### config.mk
export PLATFORM = sky130hd
export DESIGN_NAME = serial_frame_recv
export DESIGN_NICKNAME = d
export VERILOG_FILES = /design/src/rtl/serial_frame_pkg.sv /design/src/rtl/frame_uart_rx.sv /design/src/rtl/serial_frame_recv.sv
export SDC_FILE = /design/constraint.sdc
export NUM_CORES = 1
export LEC_CHECK = 0
export CORE_MARGIN = 3
export CORE_UTILIZATION = 50
export DETAILED_ROUTE_END_ITERATION = 8
export PLACE_DENSITY_LB_ADDON = 0.2
export SETUP_SLACK_MARGIN = 0.02
export SKIP_CTS_REPAIR_TIMING = 1
export SYNTH_ARGS = -nofsm -noshare
export SYNTH_HDL_FRONTEND = slang
export SYNTH_SLANG_ARGS = --single-unit
### constraint.sdc
create_clock -name clk -period 3 [get_ports clk]
set_input_delay 0.3 -clock clk [delete_from_list [all_inputs] [get_ports clk]]
set_output_delay 0.3 -clock clk [all_outputs]
set_load 0.03 [all_outputs]
### src/rtl/serial_frame_pkg.sv
// Shared constants for the RS232 lidar frame receiver: header/trailer bytes, FSM and error encodings.
// No logic of its own; zero latency.
// No flow control here; the backpressure rules live in serial_frame_recv.
package serial_frame_pkg;

    localparam logic [7:0] SD1 = 8'h7B;
    localparam logic [7:0] SD2 = 8'h28;
    localparam logic [7:0] SD3 = 8'h31;
    localparam logic [7:0] SD4 = 8'h30;
    localparam logic [7:0] SD5 = 8'h32;
    localparam logic [7:0] SD6 = 8'h34;
    localparam logic [7:0] SD7 = 8'h29;
    localparam logic [7:0] SD8 = 8'h7D;

    typedef enum logic [1:0] {
        HUNT    = 2'd0,
        PAYLOAD = 2'd1,
        TRAIL   = 2'd2
    } frame_state_e;

    typedef enum logic [1:0] {
        URX_IDLE  = 2'd0,
        URX_START = 2'd1,
        URX_DATA  = 2'd2,
        URX_STOP  = 2'd3
    } uart_state_e;

    localparam logic [1:0] ERR_TRAIL    = 2'd0;
    localparam logic [1:0] ERR_FRAMING  = 2'd1;
    localparam logic [1:0] ERR_OVERFLOW = 2'd2;
    localparam logic [1:0] ERR_TIMEOUT  = 2'd3;

    function automatic logic [7:0] hdr_byte(input logic [2:0] idx);
        case (idx)
            3'd0:    hdr_byte = SD1;
            3'd1:    hdr_byte = SD2;
            3'd2:    hdr_byte = SD3;
            3'd3:    hdr_byte = SD4;
            3'd4:    hdr_byte = SD5;
            default: hdr_byte = SD6;
        endcase
    endfunction

endpackage

### src/rtl/frame_uart_rx.sv
// 8N1 UART deserialiser: 2-FF sync, mid-bit sampling, glitch-filtered start bit.
// byte_vld / frm_err assert combinationally in the mid-stop-bit sample cycle.
// No backpressure: the byte is offered for a single cycle and must be taken then.
module frame_uart_rx
    import serial_frame_pkg::*;
#(
    parameter int BAUD_DIV = 5208
) (
    input  logic       clk,
    input  logic       rst,
    input  logic       rs232_rx,
    output logic [7:0] rx_byte,
    output logic       byte_vld,
    output logic       frm_err
);
    localparam int CW   = $clog2(BAUD_DIV);
    localparam int HALF = BAUD_DIV / 2;

    logic          rx_meta_q, rx_sync_q, rx_prev_q;
    uart_state_e   state_q, state_d;
    logic [CW-1:0] cnt_q, cnt_d;
    logic [2:0]    bit_q, bit_d;
    logic [7:0]    shift_q, shift_d;
    logic          tick;

    always_ff @(posedge clk) begin
        if (rst) begin
            rx_meta_q <= 1'b1;
            rx_sync_q <= 1'b1;
            rx_prev_q <= 1'b1;
            state_q   <= URX_IDLE;
            cnt_q     <= '0;
            bit_q     <= '0;
            shift_q   <= '0;
        end else begin
            rx_meta_q <= rs232_rx;
            rx_sync_q <= rx_meta_q;
            rx_prev_q <= rx_sync_q;
            state_q   <= state_d;
            cnt_q     <= cnt_d;
            bit_q     <= bit_d;
            shift_q   <= shift_d;
        end
    end

    // The start bit is checked half a bit in; every later sample is a full bit apart.
    assign tick = (state_q == URX_START) ? (cnt_q == CW'(HALF - 1))
                                         : (cnt_q == CW'(BAUD_DIV - 1));

    always_comb begin
        state_d = state_q;
        cnt_d   = cnt_q + 1'b1;
        bit_d   = bit_q;
        shift_d = shift_q;
        unique case (state_q)
            URX_IDLE: begin
                cnt_d = '0;
                if (!rx_sync_q && rx_prev_q) state_d = URX_START;
            end
            URX_START: if (tick) begin
                cnt_d   = '0;
                bit_d   = '0;
                state_d = rx_sync_q ? URX_IDLE : URX_DATA;
            end
            URX_DATA: if (tick) begin
                cnt_d   = '0;
                shift_d = {rx_sync_q, shift_q[7:1]};
                bit_d   = bit_q + 3'd1;
                if (bit_q == 3'd7) state_d = URX_STOP;
            end
            URX_STOP: if (tick) begin
                cnt_d   = '0;
                state_d = URX_IDLE;
            end
            default: state_d = URX_IDLE;
        endcase
    end

    always_comb begin
        rx_byte  = shift_q;
        byte_vld = (state_q == URX_STOP) && tick &&  rx_sync_q;
        frm_err  = (state_q == URX_STOP) && tick && !rx_sync_q;
    end

endmodule

### src/rtl/serial_frame_recv.sv
// Lidar frame receiver: hunts "{(1024", forwards payload, checks ")}"; SERIAL_FRAME_RX_TIMEOUT_EN adds an inter-byte timeout.
// All outputs are registered: 1 cycle from the UART byte to out_wrreq / frame_* pulses.
// out_full on a payload byte aborts the frame (overflow error) instead of stalling.
module serial_frame_recv
    import serial_frame_pkg::*;
#(
    parameter int BAUD_DIV    = 5208,
    parameter int PAYLOAD_LEN = 1024,
    parameter int TIMEOUT_CYC = 1000000
) (
    input  logic        clk,
    input  logic        rst,
    input  logic        rs232_rx,
    input  logic        recv_en,
    input  logic        out_full,
    output logic [7:0]  out_data,
    output logic        out_wrreq,
    output logic        frame_start,
    output logic        frame_done,
    output logic        frame_err,
    output logic [1:0]  err_code,
    output logic [15:0] frame_cnt
);
    localparam int PCW = $clog2(PAYLOAD_LEN) + 1;
    localparam int TCW = $clog2(TIMEOUT_CYC + 1);

    logic [7:0] rx_byte;
    logic       byte_vld, frm_err;

    frame_uart_rx #(.BAUD_DIV(BAUD_DIV)) u_uart_rx (
        .clk      (clk),
        .rst      (rst),
        .rs232_rx (rs232_rx),
        .rx_byte  (rx_byte),
        .byte_vld (byte_vld),
        .frm_err  (frm_err)
    );

    frame_state_e    state_q, state_d;
    logic [2:0]      hidx_q, hidx_d;
    logic            tidx_q, tidx_d;
    logic [PCW-1:0]  pcnt_q, pcnt_d;
    logic [7:0]      out_data_q, out_data_d;
    logic            wrreq_q, wrreq_d;
    logic            start_q, start_d;
    logic            done_q, done_d;
    logic            err_q, err_d;
    logic [1:0]      err_code_q, err_code_d;
    logic [15:0]     frame_cnt_q, frame_cnt_d;
    logic            expire;

`ifdef SERIAL_FRAME_RX_TIMEOUT_EN
    logic [TCW-1:0]  to_cnt_q, to_cnt_d;
    logic            waiting;

    always_ff @(posedge clk) begin
        if (rst) to_cnt_q <= '0;
        else     to_cnt_q <= to_cnt_d;
    end

    always_comb begin
        waiting  = (state_q != HUNT) || (hidx_q != 3'd0);
        expire   = recv_en && waiting && (to_cnt_q == TCW'(TIMEOUT_CYC - 1));
        to_cnt_d = (byte_vld || !waiting || expire || !recv_en) ? '0 : to_cnt_q + 1'b1;
    end
`else
    // Parameter kept for a uniform interface; without the timeout it only sizes an unused tie-off.
    logic [TCW-1:0] unused_timeout;
    assign unused_timeout = '0;
    assign expire         = 1'b0;
`endif

    always_ff @(posedge clk) begin
        if (rst) begin
            state_q     <= HUNT;
            hidx_q      <= '0;
            tidx_q      <= 1'b0;
            pcnt_q      <= '0;
            out_data_q  <= '0;
            wrreq_q     <= 1'b0;
            start_q     <= 1'b0;
            done_q      <= 1'b0;
            err_q       <= 1'b0;
            err_code_q  <= '0;
            frame_cnt_q <= '0;
        end else begin
            state_q     <= state_d;
            hidx_q      <= hidx_d;
            tidx_q      <= tidx_d;
            pcnt_q      <= pcnt_d;
            out_data_q  <= out_data_d;
            wrreq_q     <= wrreq_d;
            start_q     <= start_d;
            done_q      <= done_d;
            err_q       <= err_d;
            err_code_q  <= err_code_d;
            frame_cnt_q <= frame_cnt_d;
        end
    end

    always_comb begin
        state_d     = state_q;
        hidx_d      = hidx_q;
        tidx_d      = tidx_q;
        pcnt_d      = pcnt_q;
        out_data_d  = out_data_q;
        wrreq_d     = 1'b0;
        start_d     = 1'b0;
        done_d      = 1'b0;
        err_d       = 1'b0;
        err_code_d  = err_code_q;
        frame_cnt_d = frame_cnt_q;
        if (!recv_en) begin
            state_d = HUNT;
            hidx_d  = '0;
        end else if (frm_err) begin
            if (state_q != HUNT) begin
                err_d      = 1'b1;
                err_code_d = ERR_FRAMING;
            end
            state_d = HUNT;
            hidx_d  = '0;
        end else if (byte_vld) begin
            unique case (state_q)
                HUNT: begin
                    if (rx_byte == hdr_byte(hidx_q)) begin
                        if (hidx_q == 3'd5) begin
                            start_d = 1'b1;
                            state_d = PAYLOAD;
                            pcnt_d  = '0;
                            hidx_d  = '0;
                        end else begin
                            hidx_d = hidx_q + 3'd1;
                        end
                    end else begin
                        // A stray '{' may itself open the real header.
                        hidx_d = (rx_byte == SD1) ? 3'd1 : 3'd0;
                    end
                end
                PAYLOAD: begin
                    if (out_full) begin
                        err_d      = 1'b1;
                        err_code_d = ERR_OVERFLOW;
                        state_d    = HUNT;
                        hidx_d     = '0;
                    end else begin
                        out_data_d = rx_byte;
                        wrreq_d    = 1'b1;
                        if (pcnt_q == PCW'(PAYLOAD_LEN - 1)) begin
                            state_d = TRAIL;
                            tidx_d  = 1'b0;
                        end else begin
                            pcnt_d = pcnt_q + 1'b1;
                        end
                    end
                end
                TRAIL: begin
                    if (rx_byte == (tidx_q ? SD8 : SD7)) begin
                        if (tidx_q) begin
                            done_d      = 1'b1;
                            frame_cnt_d = frame_cnt_q + 16'd1;
                            state_d     = HUNT;
                            hidx_d      = '0;
                        end else begin
                            tidx_d = 1'b1;
                        end
                    end else begin
                        err_d      = 1'b1;
                        err_code_d = ERR_TRAIL;
                        state_d    = HUNT;
                        hidx_d     = (rx_byte == SD1) ? 3'd1 : 3'd0;
                    end
                end
                default: begin
                    state_d = HUNT;
                    hidx_d  = '0;
                end
            endcase
        end else if (expire) begin
            if (state_q != HUNT) begin
                err_d      = 1'b1;
                err_code_d = ERR_TIMEOUT;
            end
            state_d = HUNT;
            hidx_d  = '0;
        end
    end

    always_comb begin
        out_data    = out_data_q;
        out_wrreq   = wrreq_q;
        frame_start = start_q;
        frame_done  = done_q;
        frame_err   = err_q;
        err_code    = err_code_q;
        frame_cnt   = frame_cnt_q;
    end

endmodule
# Word level (Yosys, flattened, before mapping)
# Index checks and enable logic that the tools add are counted.
# op_classes
n_mux,57
n_bitwise,9
n_reduce_logical,30
eq_ne,34
n_addsub,5
# ops
op,count
$mux 11,4
$pmux 7 s5,1
$mux 2,17
$mux 8,4
$pmux 13 s2,1
$pmux 11 s2,1
$mux 3,7
$add 16x1->16 const B,1
$reduce_and 5->1,3
$ne 2x2->1 const B,7
$add 13x1->13 const B,1
$eq 13x12->1 const B,1
$eq 13x13->1 const B,1
$mux 1,13
$mux 13,1
$ne 2x1->1 const B,6
$ne 3x3->1 const B,4
$reduce_and 6->1,2
$reduce_or 6->1,2
$add 11x1->11 const B,1
$eq 11x10->1 const B,1
$reduce_bool 2->1,5
$eq 3x3->1 const B,3
$not 1->1,9
other kinds (27),39
# word_totals
elab_cells,153
register_bits,76
input_bits,5
out_inout_bits,30

# Logic depth before layout (Yosys ltp)
# Gate-level depths: netlist (run 1).
# depth
ltp_word,10
ltp_mapped,9
ltp_nobuf,8

# Modules after synthesis
# A second synthesis (run 1) with hierarchy kept.
# unflattened
hier_cells,431
area_unflattened_um2,3721.1
# by_module_without_submodules
mod,n_inst,cells_per_inst,area_per_inst_um2,seq_area_each_um2
serial_frame_recv,1,282,2369.8,940.9
frame_uart_rx,1,149,1351.3,580.6

# Worst setup path after synthesis (run 1)
# No wires, ideal clock.
# synth_timing
kind,register -> register
from,reg u_uart_rx.cnt_q[0]
to,reg pcnt_q[7]
arrival_ns,2.024
required_ns,2.934
n_path_buf,1
setup_time_ns,0.066
path_stages_with_launch,9
slack_ns,0.910
period_less_slack_ns,2.090
cell_sequence,dfxtp_1 -> ha_1 -> and4b_1 -> and4_1 -> buf_6 -> o2111a_4 -> nand4_4 -> or4_4 -> a21oi_2
# synth_between
elab_chain_len,6
elab_cells_between_ends,8
cone_classes,2 x eq/ne; 1 x mux; 1 x bitwise; 4 x reduce/logical
# synth_rtl
item,line,source
from (decl),frame_uart_rx.sv:21,"logic [CW-1:0] cnt_q, cnt_d;"
from (signal assigned),frame_uart_rx.sv:40,cnt_q <= cnt_d;
$eq 13x13->1 / $eq 13x12->1 (equally long branches),"frame_uart_rx.sv:48, frame_uart_rx.sv:47",
$mux 1 *,frame_uart_rx.sv:47,assign tick = (state_q == URX_START) ? (cnt_q == CW'(HALF - 1))
$logic_and 1x1->1 *,"frame_uart_rx.sv:81, frame_uart_rx.sv:82",
$logic_and 1x1->1,frame_uart_rx.sv:82,frm_err = (state_q == URX_STOP) && tick && !rx_sync_q;
$not 1->1 (no line),-,
$reduce_and 8->1 (no line) *,-,
to (signal assigned),serial_frame_recv.sv:90,pcnt_q <= pcnt_d;
to (decl),serial_frame_recv.sv:42,"logic [PCW-1:0] pcnt_q, pcnt_d;"
# Every way passes the cells marked *; elsewhere a longest branch is shown, timed or not.
# A chain may end at the register's enable or synchronous reset.

# Worst setup path after layout (run 1)
# layout_timing
from,reg state_q[0]
to,reg frame_cnt_q[15] (netlist: frame_cnt[15])
# layout_between
elab_chain_len,2
# layout_rtl
item,line,source
from (decl),serial_frame_recv.sv:39,"frame_state_e state_q, state_d;"
from (signal assigned),serial_frame_recv.sv:87,state_q <= state_d;
$eq 2x2->1,serial_frame_recv.sv:124,unique case (state_q)
$reduce_and 6->1 (no line),-,
to (signal assigned),serial_frame_recv.sv:97,frame_cnt_q <= frame_cnt_d;
to (decl),serial_frame_recv.sv:49,"logic [15:0] frame_cnt_q, frame_cnt_d;"
# No other way between the ends.

==> results of run 1 <==
[area by class of cell]
class | instances | area, um2 | share of cell area [%]
well taps | 96 | 120.1 | 2.763
repair buffers | 37 | 362.8 | 8.345
flip-flops and latches | 76 | 1521 | 34.99
clock inverters | 6 | 95.09 | 2.187
inverters | 11 | 41.29 | 0.9496
multi-input cells | 330 | 2069 | 47.60
clock buffers | 10 | 137.6 | 3.165
[power breakdown]
group | total (uW) | internal, uW | switching [uW]
clock | 895 | 498 | 397
combinational | 34.0 | 12.1 | 21.8
sequential | 1010 | 1010 | 4.15
[final timing paths]
kind         cells after the start                   to  slack [ns]
min                              1  u_uart_rx.rx_sync_q        0.42
max reg2reg                      8        frame_cnt[15]        0.50
min reg2reg                      1  u_uart_rx.rx_sync_q        0.42
max                              8        frame_cnt[15]        0.50
[cells in the mapped netlist (3+ instances only)]
master                      n
sky130_fd_sc_hd__nor3_1    17
sky130_fd_sc_hd__and4b_1    3
sky130_fd_sc_hd__and4_1     6
sky130_fd_sc_hd__buf_6      3
sky130_fd_sc_hd__nand4b_1   5
sky130_fd_sc_hd__dfxtp_1   76
sky130_fd_sc_hd__o31ai_1    9
sky130_fd_sc_hd__clkbuf_1  11
sky130_fd_sc_hd__nor3b_1    5
sky130_fd_sc_hd__nand2_1   47
sky130_fd_sc_hd__nand3_1   15
sky130_fd_sc_hd__or4_1     12
sky130_fd_sc_hd__o21ai_0   13
sky130_fd_sc_hd__a21oi_1   26
sky130_fd_sc_hd__nand4_1   11
sky130_fd_sc_hd__xnor2_1   17
sky130_fd_sc_hd__nor2b_1    5
sky130_fd_sc_hd__or3_1      4
sky130_fd_sc_hd__ha_1       8
sky130_fd_sc_hd__buf_2      9
sky130_fd_sc_hd__o21a_1     3
sky130_fd_sc_hd__inv_1     11
sky130_fd_sc_hd__and3_1     4
sky130_fd_sc_hd__xor2_1     8
sky130_fd_sc_hd__o211ai_1   3
sky130_fd_sc_hd__nand2b_1   4
sky130_fd_sc_hd__mux2i_1   11
sky130_fd_sc_hd__nor2_1    58
sky130_fd_sc_hd__or2_2      3
[flip-flops by register name, indices dropped and copies added (netlist names), 2 cells and up, named ones only]
name and cells:
u_uart_rx.bit_q 3, hidx_q 3, out_data 8, state_q 2, frame_cnt 16, u_uart_rx.rx_byte 8
u_uart_rx.cnt_q 13, err_code 2, pcnt_q 11
[per-stage QoR]
step | instance area, um2 | worst slack, ns | hold WS, ns | cells
2_1_floorplan | 3760 | 0.9099 | 0.3895 | 441
3_3_place_gp | 4115 | 0.6233 | 0.3938 | 550
3_5_place_dp | 4115 | 0.5330 | 0.3993 | 550
4_1_cts | 4348 | 0.5175 | 0.4192 | 566
5_1_grt | 4348 | 0.2581 | 0.4288 | 566
6_report | 4348 | 0.5034 | 0.4152 | 566
[kinds of logic after synthesis]
family	Yosys count
adders and majority gates	8
xor gates and xnor gates	25
AOI/OAI and AO/OA	73
DFF	76
muxes	11
buffers and inverters	35
and+or+nand+nor	213
[per-layer routing]
metal  GRT usage (%)  vias to the layer above  wire length [um]
met1           26.11                     1476              3847
met2           29.24                       45              3529
li1                -                     1630                 -
met5               0                        -                 0
met3           4.387                       10               262
met4           6.593                        0                93
==> parameters.txt, run 1 <==
Parameter                              Value

Die
  Vertical extent of the die ... 92.72 um
  Core area ... slightly above 7000 um2
  Chip Width ... approximately 90 um
  FP Rows ... 30
  I/O Pins ... 35
  Effective utilization at floorplan ... a little over half
  Area of the die ... 8596 um2

Clocking
  CTS tree ... built
  Clock transition at the registers of the reported paths ... 0.08 ns
  Inserted Clock Buffers ... 9
  CTS sink count ... 76
  Number of H-tree levels ... 3
  Clock root cell ... sky130_fd_sc_hd__clkbuf_8
  Later-pin clock latency in the skew report ... between 0.3 and 0.4 ns
  Clock Path Buffers ... 2

Timing
  Peak clock frequency supported by timing ... approximately 400 MHz
  Count of final max-slew check failures ... 0
  Final critical-path share of the clock period ... about 83%
  Unrepaired setup endpoints after global routing ... no
  Least-Margin Pin Slew ... ~0.64 ns
  Relative slew slack ... between 50% and 60%
  Final setup violating endpoints ... 0
  Post-Route Setup TNS ... 0 ns
  Clock period minus final worst setup slack ... roughly 2.5 ns
  Hold Vio Cnt, Final ... 0
  Maximum clock skew at final layout ... between 0.01 and 0.015 ns

Critical path
  Worst path cell trace ... inv_1 > ha_1 > inv_1 > nor4_1 > nand4_1 > nor4_1 > xnor2_1 > nor2_1
  Number of buffers and inverters on the critical path ... 2
  Reg-to-reg startpoint ... state_q[0]
  Required time of the worst setup path ... around 3.2 ns
  Worst path top cell family by delay ... simple AND/OR/NAND/NOR gates
  Kind of critical path ... flip-flop to flip-flop
  Crit path launch type ... flip-flop
  Data arrival at the endpoint of the critical path ... 2.74 ns
  Slowest-stage cell, CP ... sky130_fd_sc_hd__nand4_1
  CP max stage delay ... roughly 0.48 ns
  Maximum fanout along the worst path ... 12
  Kind of end point of the critical path ... flip-flop
  Crit path launch ... state_q[0]

Layout
  Share of layout cells above drive strength 1 ... 6.383%
  Number of diodes ... 0
  Fill cell instance count of the final layout ... around 660
  Syn-to-layout area delta ... 15.64%
  Leading cell type in the layout, fill and taps excluded ... sky130_fd_sc_hd__dfxtp_1
  Number of nets in the layout ... roughly 480
  Top library cells by usage in the layout, fill and taps aside ... 76 x sky130_fd_sc_hd__dfxtp_1, 58 x sky130_fd_sc_hd__nor2_1, 47 x sky130_fd_sc_hd__nand2_1, 34 x sky130_fd_sc_hd__clkdlybuf4s50_1, 26 x sky130_fd_sc_hd__a21oi_1
  Post-layout util ... 61.61%

Power and ir drop
  Power Total ... a little under 2000 uW
  PwrDens ... 447.0 nW/um2
  Worst vdd ir ... 0.2576 mV
  Leakage component of the power ... ~0.0015 uW

Synth
  Nets in the synthesized netlist ... ~450
  Sequential fraction of the synthesis area ... slightly above 40%
  Adder and majority cell fraction of the synthesized area ... ~2.7%
  Post-synthesis instance area ... 3760 um2
  Largest area contributor in the netlist ... sky130_fd_sc_hd__dfxtp_1
  Distinct cell type count after synthesis ... between 50 and 60
  Share of cell area taken by muxes after synthesis ... under 10%
  Number of warnings printed during yosys synthesis ... 0
  Synthesized-area fraction occupied by ao, oa, aoi and oai cells ... 13.14%
  Prevailing post-synth register cell ... sky130_fd_sc_hd__dfxtp_1
  Number of enable-type register cells in the synthesized netlist ... 0
  Asr flop ratio synth ... 0%
  Fraction of the mapped netlist area in simple logic gates ... about 30%
  Post-synthesis instance total ... about 440
  Largest family of logic cells by synthesized area ... simple AND/OR/NAND/NOR gates
  Syn Area/Cell ... approximately 8.5 um2
  Dominant cells by area after synthesis ... sky130_fd_sc_hd__dfxtp_1 40%, sky130_fd_sc_hd__nor2_1 5.8%, sky130_fd_sc_hd__nand2_1 4.7%
  Number of register bits inferred by synthesis ... 76
  Top-area cell type share of the netlist area ... 40.47%
  Fraction of synthesized cell area in xor and xnor cells ... 5.824%

GRT
  Grt total ovfl ... 0
  Largest net degree at the start of global routing ... 29
  First-pass GRT wire length ... between 10000 and 15000 um
  Total routing usage reported by global routing ... between 10% and 20%
  Initial antenna violation count ... 0
  Vias in the first global route ... around 2900

Placed design
  Weighted congestion reported at the end of routability-driven placement ... 0.8485
  Detailed Place HPWL ... 5402 um
  Count of buffers inserted at the top-level ports ... 34

Run
  Max-cap violation count ... 0

Drt
  Total iterations of the first detailed-routing run ... 4
  Vias after detailed routing ... 3161
  Wire length per cell ... around 14 um
  DRT antenna net count ... 0
  DR iter-0 viols ... 123
  Via-per-instance ratio ... 5.585
  Final wirelength ... a little under 8000 um
  Number of design rule violations left after detail routing ... 0

Hold path
  Type of the tightest min-delay check ... flip-flop to flip-flop
  Worst min-delay path startpoint ... u_uart_rx.rx_meta_q

Status
  Result of the run ... complete, no violations
No activity file was read; power rests on OpenSTA's default activity.
==> inputs of run 2 (changes only) <==
==> constraint.sdc (replaced) <==
create_clock -name clk -period 2.05 [get_ports clk]
set_input_delay 0.205 -clock clk [delete_from_list [all_inputs] [get_ports clk]]
set_output_delay 0.205 -clock clk [all_outputs]
set_load 0.03 [all_outputs]
==> parameters.txt, run 2 (synthesis results as in run 1) <==
Parameter                              Value

Status
  Result of the run ... finished, violations left (was complete, no violations)
  Violations in the final reports ... negative setup slack

Layout
  Syn-to-layout area delta ... 40.80% (was 15.64%)
  Top library cells by usage in the layout, fill and taps aside ... 68 x sky130_fd_sc_hd__buf_4, 65 x sky130_fd_sc_hd__dfxtp_1, 58 x sky130_fd_sc_hd__nor2_1, 45 x sky130_fd_sc_hd__nand2_1, 34 x sky130_fd_sc_hd__clkdlybuf4s50_1 (was 76 x sky130_fd_sc_hd__dfxtp_1, 58 x sky130_fd_sc_hd__nor2_1, 47 x sky130_fd_sc_hd__nand2_1, 34 x sky130_fd_sc_hd__clkdlybuf4s50_1, 26 x sky130_fd_sc_hd__a21oi_1)
  Fill cell instance count of the final layout ... 534 (was 655)
  Number of nets in the layout ... 553 (was 478)
  Number of diodes ... 0 (unchanged)
  Flip-flop count of the largest register after layout ... 16 (unchanged)
  Share of layout cells above drive strength 1 ... 31.38% (was 6.383%)
  Leading cell type in the layout, fill and taps excluded ... sky130_fd_sc_hd__buf_4 (was sky130_fd_sc_hd__dfxtp_1)

Drt
  DR iter-0 viols ... 143 (was 123)
  Top metal layer carrying routed signals ... met4 (unchanged)
  Via-per-instance ratio ... 5.710 (was 5.585)
  Wire length per cell ... 15.54 um (was 13.66 um)
  Met2 Routed Length ... 4926 um (was 3529 um)
  DRT antenna net count ... 0 (unchanged)
  Vias after detailed routing ... 3660 (was 3161)
  Routed wire length on met3 ... 496 um (was 262 um)
  Routed length on met1 ... 4345 um (was 3847 um)
  Final wirelength ... 9960 um (was 7733 um)
  Number of design rule violations left after detail routing ... 0 (unchanged)
  Total iterations of the first detailed-routing run ... 4 (unchanged)

GRT
  Total routing usage reported by global routing ... 21.36% (was 18.98%)
  Grt total ovfl ... 0 (unchanged)
  Vias in the first global route ... 3368 (was 2927)
  First-pass GRT wire length ... 15060 um (was 13460 um)
  Largest net degree at the start of global routing ... 43 (was 29)
  Initial antenna violation count ... 0 (unchanged)

Critical path
  Crit path depth ... 6 (was 8)
  Crit path launch type ... flip-flop (unchanged)
  Crit path launch ... hidx_q[2] (was state_q[0])
  Setup slack of the worst register-to-register path ... -0.12 ns (was 0.50 ns)
  Slowest-stage cell, CP ... sky130_fd_sc_hd__or4_4 (was sky130_fd_sc_hd__nand4_1)
  Data arrival at the endpoint of the critical path ... 2.46 ns (was 2.74 ns)
  End of the critical path ... pcnt_q[10] (was frame_cnt[15])
  Worst path cell trace ... o21a_1 > nor4_4 > nand4_1 > o21a_4 > or4_4 > a21oi_2 (was inv_1 > ha_1 > inv_1 > nor4_1 > nand4_1 > nor4_1 > xnor2_1 > nor2_1)
  R2r worst-path depth ... 6 (was 8)
  Worst path top cell family by delay ... simple AND/OR/NAND/NOR gates (unchanged)
  Maximum fanout along the worst path ... 7 (was 12)
  Required time of the worst setup path ... 2.34 ns (was 3.24 ns)
  Worst reg2reg path endpoint ... pcnt_q[10] (was frame_cnt[15])
  CP max stage delay ... 0.49 ns (was 0.48 ns)
  Reg-to-reg startpoint ... hidx_q[2] (was state_q[0])
  Kind of critical path ... flip-flop to flip-flop (unchanged)
  Number of buffers and inverters on the critical path ... 0 (was 2)
  Kind of end point of the critical path ... flip-flop (unchanged)

Die
  Area of the die ... 8596 um2 (unchanged)
  FP Rows ... 30 (unchanged)
  Effective utilization at floorplan ... 53.28% (unchanged)
  I/O Pins ... 35 (unchanged)
  Chip Width ... 92.72 um (unchanged)
  Core area ... 7057 um2 (unchanged)
  Vertical extent of the die ... 92.72 um (unchanged)

Clocking
  Later-pin clock latency in the skew report ... 0.36 ns (was 0.35 ns)
  CTS tree ... built (unchanged)
  Clock root cell ... sky130_fd_sc_hd__clkbuf_8 (unchanged)
  Inserted Clock Buffers ... 9 (unchanged)
  Clock transition at the registers of the reported paths ... 0.09 ns (was 0.08 ns)
  Number of H-tree levels ... 3 (unchanged)
  CTS sink count ... 76 (unchanged)
  Clock Path Buffers ... 2 (unchanged)

Timing
  Least-Margin Pin Slew ... 0.4489 ns (was 0.6433 ns)
  Hold Vio Cnt, Final ... 0 (unchanged)
  Count of final max-slew check failures ... 0 (unchanged)
  Final critical-path share of the clock period ... 105.7% (was 83.22%)
  Relative slew slack ... 70.00% (was 56.66%)
  Worst Hold Margin ... 0.3939 ns (was 0.4152 ns)
  Clock period minus final worst setup slack ... 2.166 ns (was 2.497 ns)
  Post-Route Setup TNS ... -0.7187 ns (was 0 ns)
  Final setup violating endpoints ... 11 (was 0)
  Unrepaired setup endpoints after global routing ... yes (was no)
  Maximum clock skew at final layout ... 0.01158 ns (was 0.01112 ns)
  Post-route setup slack ... -0.1159 ns (was 0.5034 ns)
  Peak clock frequency supported by timing ... 461.7 MHz (was 400.6 MHz)

Power and ir drop
  Leakage component of the power ... 0.001991 uW (was 0.001451 uW)
  Power Total ... 2964 uW (was 1944 uW)
  Fraction of power consumed by the clock network ... 47.7% (was 46.1%)
  Pint ... 2319 uW (was 1521 uW)
  Switch share ... 21.76% (was 21.75%)
  Power spent charging and discharging nets ... 644.9 uW (was 422.7 uW)
  Worst vdd ir ... 0.4570 mV (was 0.2576 mV)
  Part of the power in combinational logic ... 2.4% (was 1.7%)
  PwrDens ... 559.8 nW/um2 (was 447.0 nW/um2)
  Sequential share of power ... 49.9% (was 52.2%)

Placed design
  Detailed Place HPWL ... 6479 um (was 5402 um)
  Count of buffers inserted at the top-level ports ... 34 (unchanged)
  Weighted congestion reported at the end of routability-driven placement ... 0.9762 (was 0.8485)

Hold path
  Type of the tightest min-delay check ... primary input to flip-flop (was flip-flop to flip-flop)

Run
  Max-cap violation count ... 0 (unchanged)
[run 2: cell types whose count changed in the layout (fill, tap and decap cells not counted), moves of 4 or more]
| cell | change |
|---|---|
| sky130_fd_sc_hd__buf_4 | +65 |
| sky130_fd_sc_hd__buf_6 | +7 |
| sky130_fd_sc_hd__a21oi_2 | +10 |
| sky130_fd_sc_hd__dfxtp_2 | +10 |
| sky130_fd_sc_hd__dfxtp_1 | -11 |
| sky130_fd_sc_hd__or4_1 | -10 |
| sky130_fd_sc_hd__nor3b_1 | -4 |
| sky130_fd_sc_hd__or4_4 | +10 |
| sky130_fd_sc_hd__a21oi_1 | -11 |
| sky130_fd_sc_hd__nor3_2 | +6 |
| sky130_fd_sc_hd__nor3_1 | -9 |
[run 2: how the worst min path moves through the flow]
| stage | to | from | depth (start not counted) | slack [ns] |
|---|---|---|---|---|
| after CTS | u_uart_rx.rx_meta_q | rs232_rx | 2 | 0.39 |
| after global routing | u_uart_rx.rx_meta_q | rs232_rx | 2 | 0.38 |
| after floorplan | u_uart_rx.rx_meta_q | rs232_rx | 1 | 0.31 |
| after detailed placement | u_uart_rx.rx_sync_q | u_uart_rx.rx_meta_q | 1 | 0.40 |
| after global placement | u_uart_rx.rx_sync_q | u_uart_rx.rx_meta_q | 1 | 0.39 |
| final | u_uart_rx.rx_meta_q | rs232_rx | 2 | 0.39 |
[run 2: power by group through the flow]
| stage | combinational [uW] | clock [uW] | sequential (uW) |
|---|---|---|---|
| 4_1_cts | 64.6 | 1420 | 1480 |
| 3_3_place_gp | 64.2 | 0 | 1520 |
| 5_1_grt | 77.4 | 1490 | 1480 |
| 6_report | 71.3 | 1410 | 1480 |
| 2_1_floorplan | 35.5 | 0 | 1520 |
| 3_5_place_dp | 64.3 | 0 | 1520 |
[run 2: stage by stage]
step / utilization, % / worst slack (ns) / area, um2 / cells
after floorplan: - / 0.04335 / 3764 / 441
after global placement: 65.57 / -0.05870 / 4627 / 616
after detailed placement: 65.57 / -0.1716 / 4627 / 616
after CTS: 69.06 / -0.2466 / 4873 / 632
after global routing: 75.02 / -0.1982 / 5294 / 641
final: 75.02 / -0.1159 / 5294 / 641
[run 2: area by class of cell]
cell class	instances	area (um2)	area share [%]
Multi-Input combinational cell	331	2386	45.07
Clock inverter	7	122.6	2.316
Sequential cell	76	1538	29.05
Tap cell	96	120.1	2.269
Clock buffer	9	123.9	2.340
Inverter	11	41.29	0.7800
Timing Repair Buffer	111	962.2	18.18
[run 2: layer usage]
metal / track usage (%) / vias to the layer above
li1: - / 1779
met1: 27.71 / 1760
met2: 34.20 / 99
met3: 5.686 / 22
met4: 7.692 / 0
met5: 0 / -
[run 2: worst register-to-register path: cells and delay by family (launching register included)]
| kind | cells | cell delay (ns) |
|---|---|---|
| AND/OR/NAND/NOR | 3 | 1.05 |
| AO/OA/AOI/OAI | 3 | 0.68 |
| flip-flops | 1 | 0.37 |
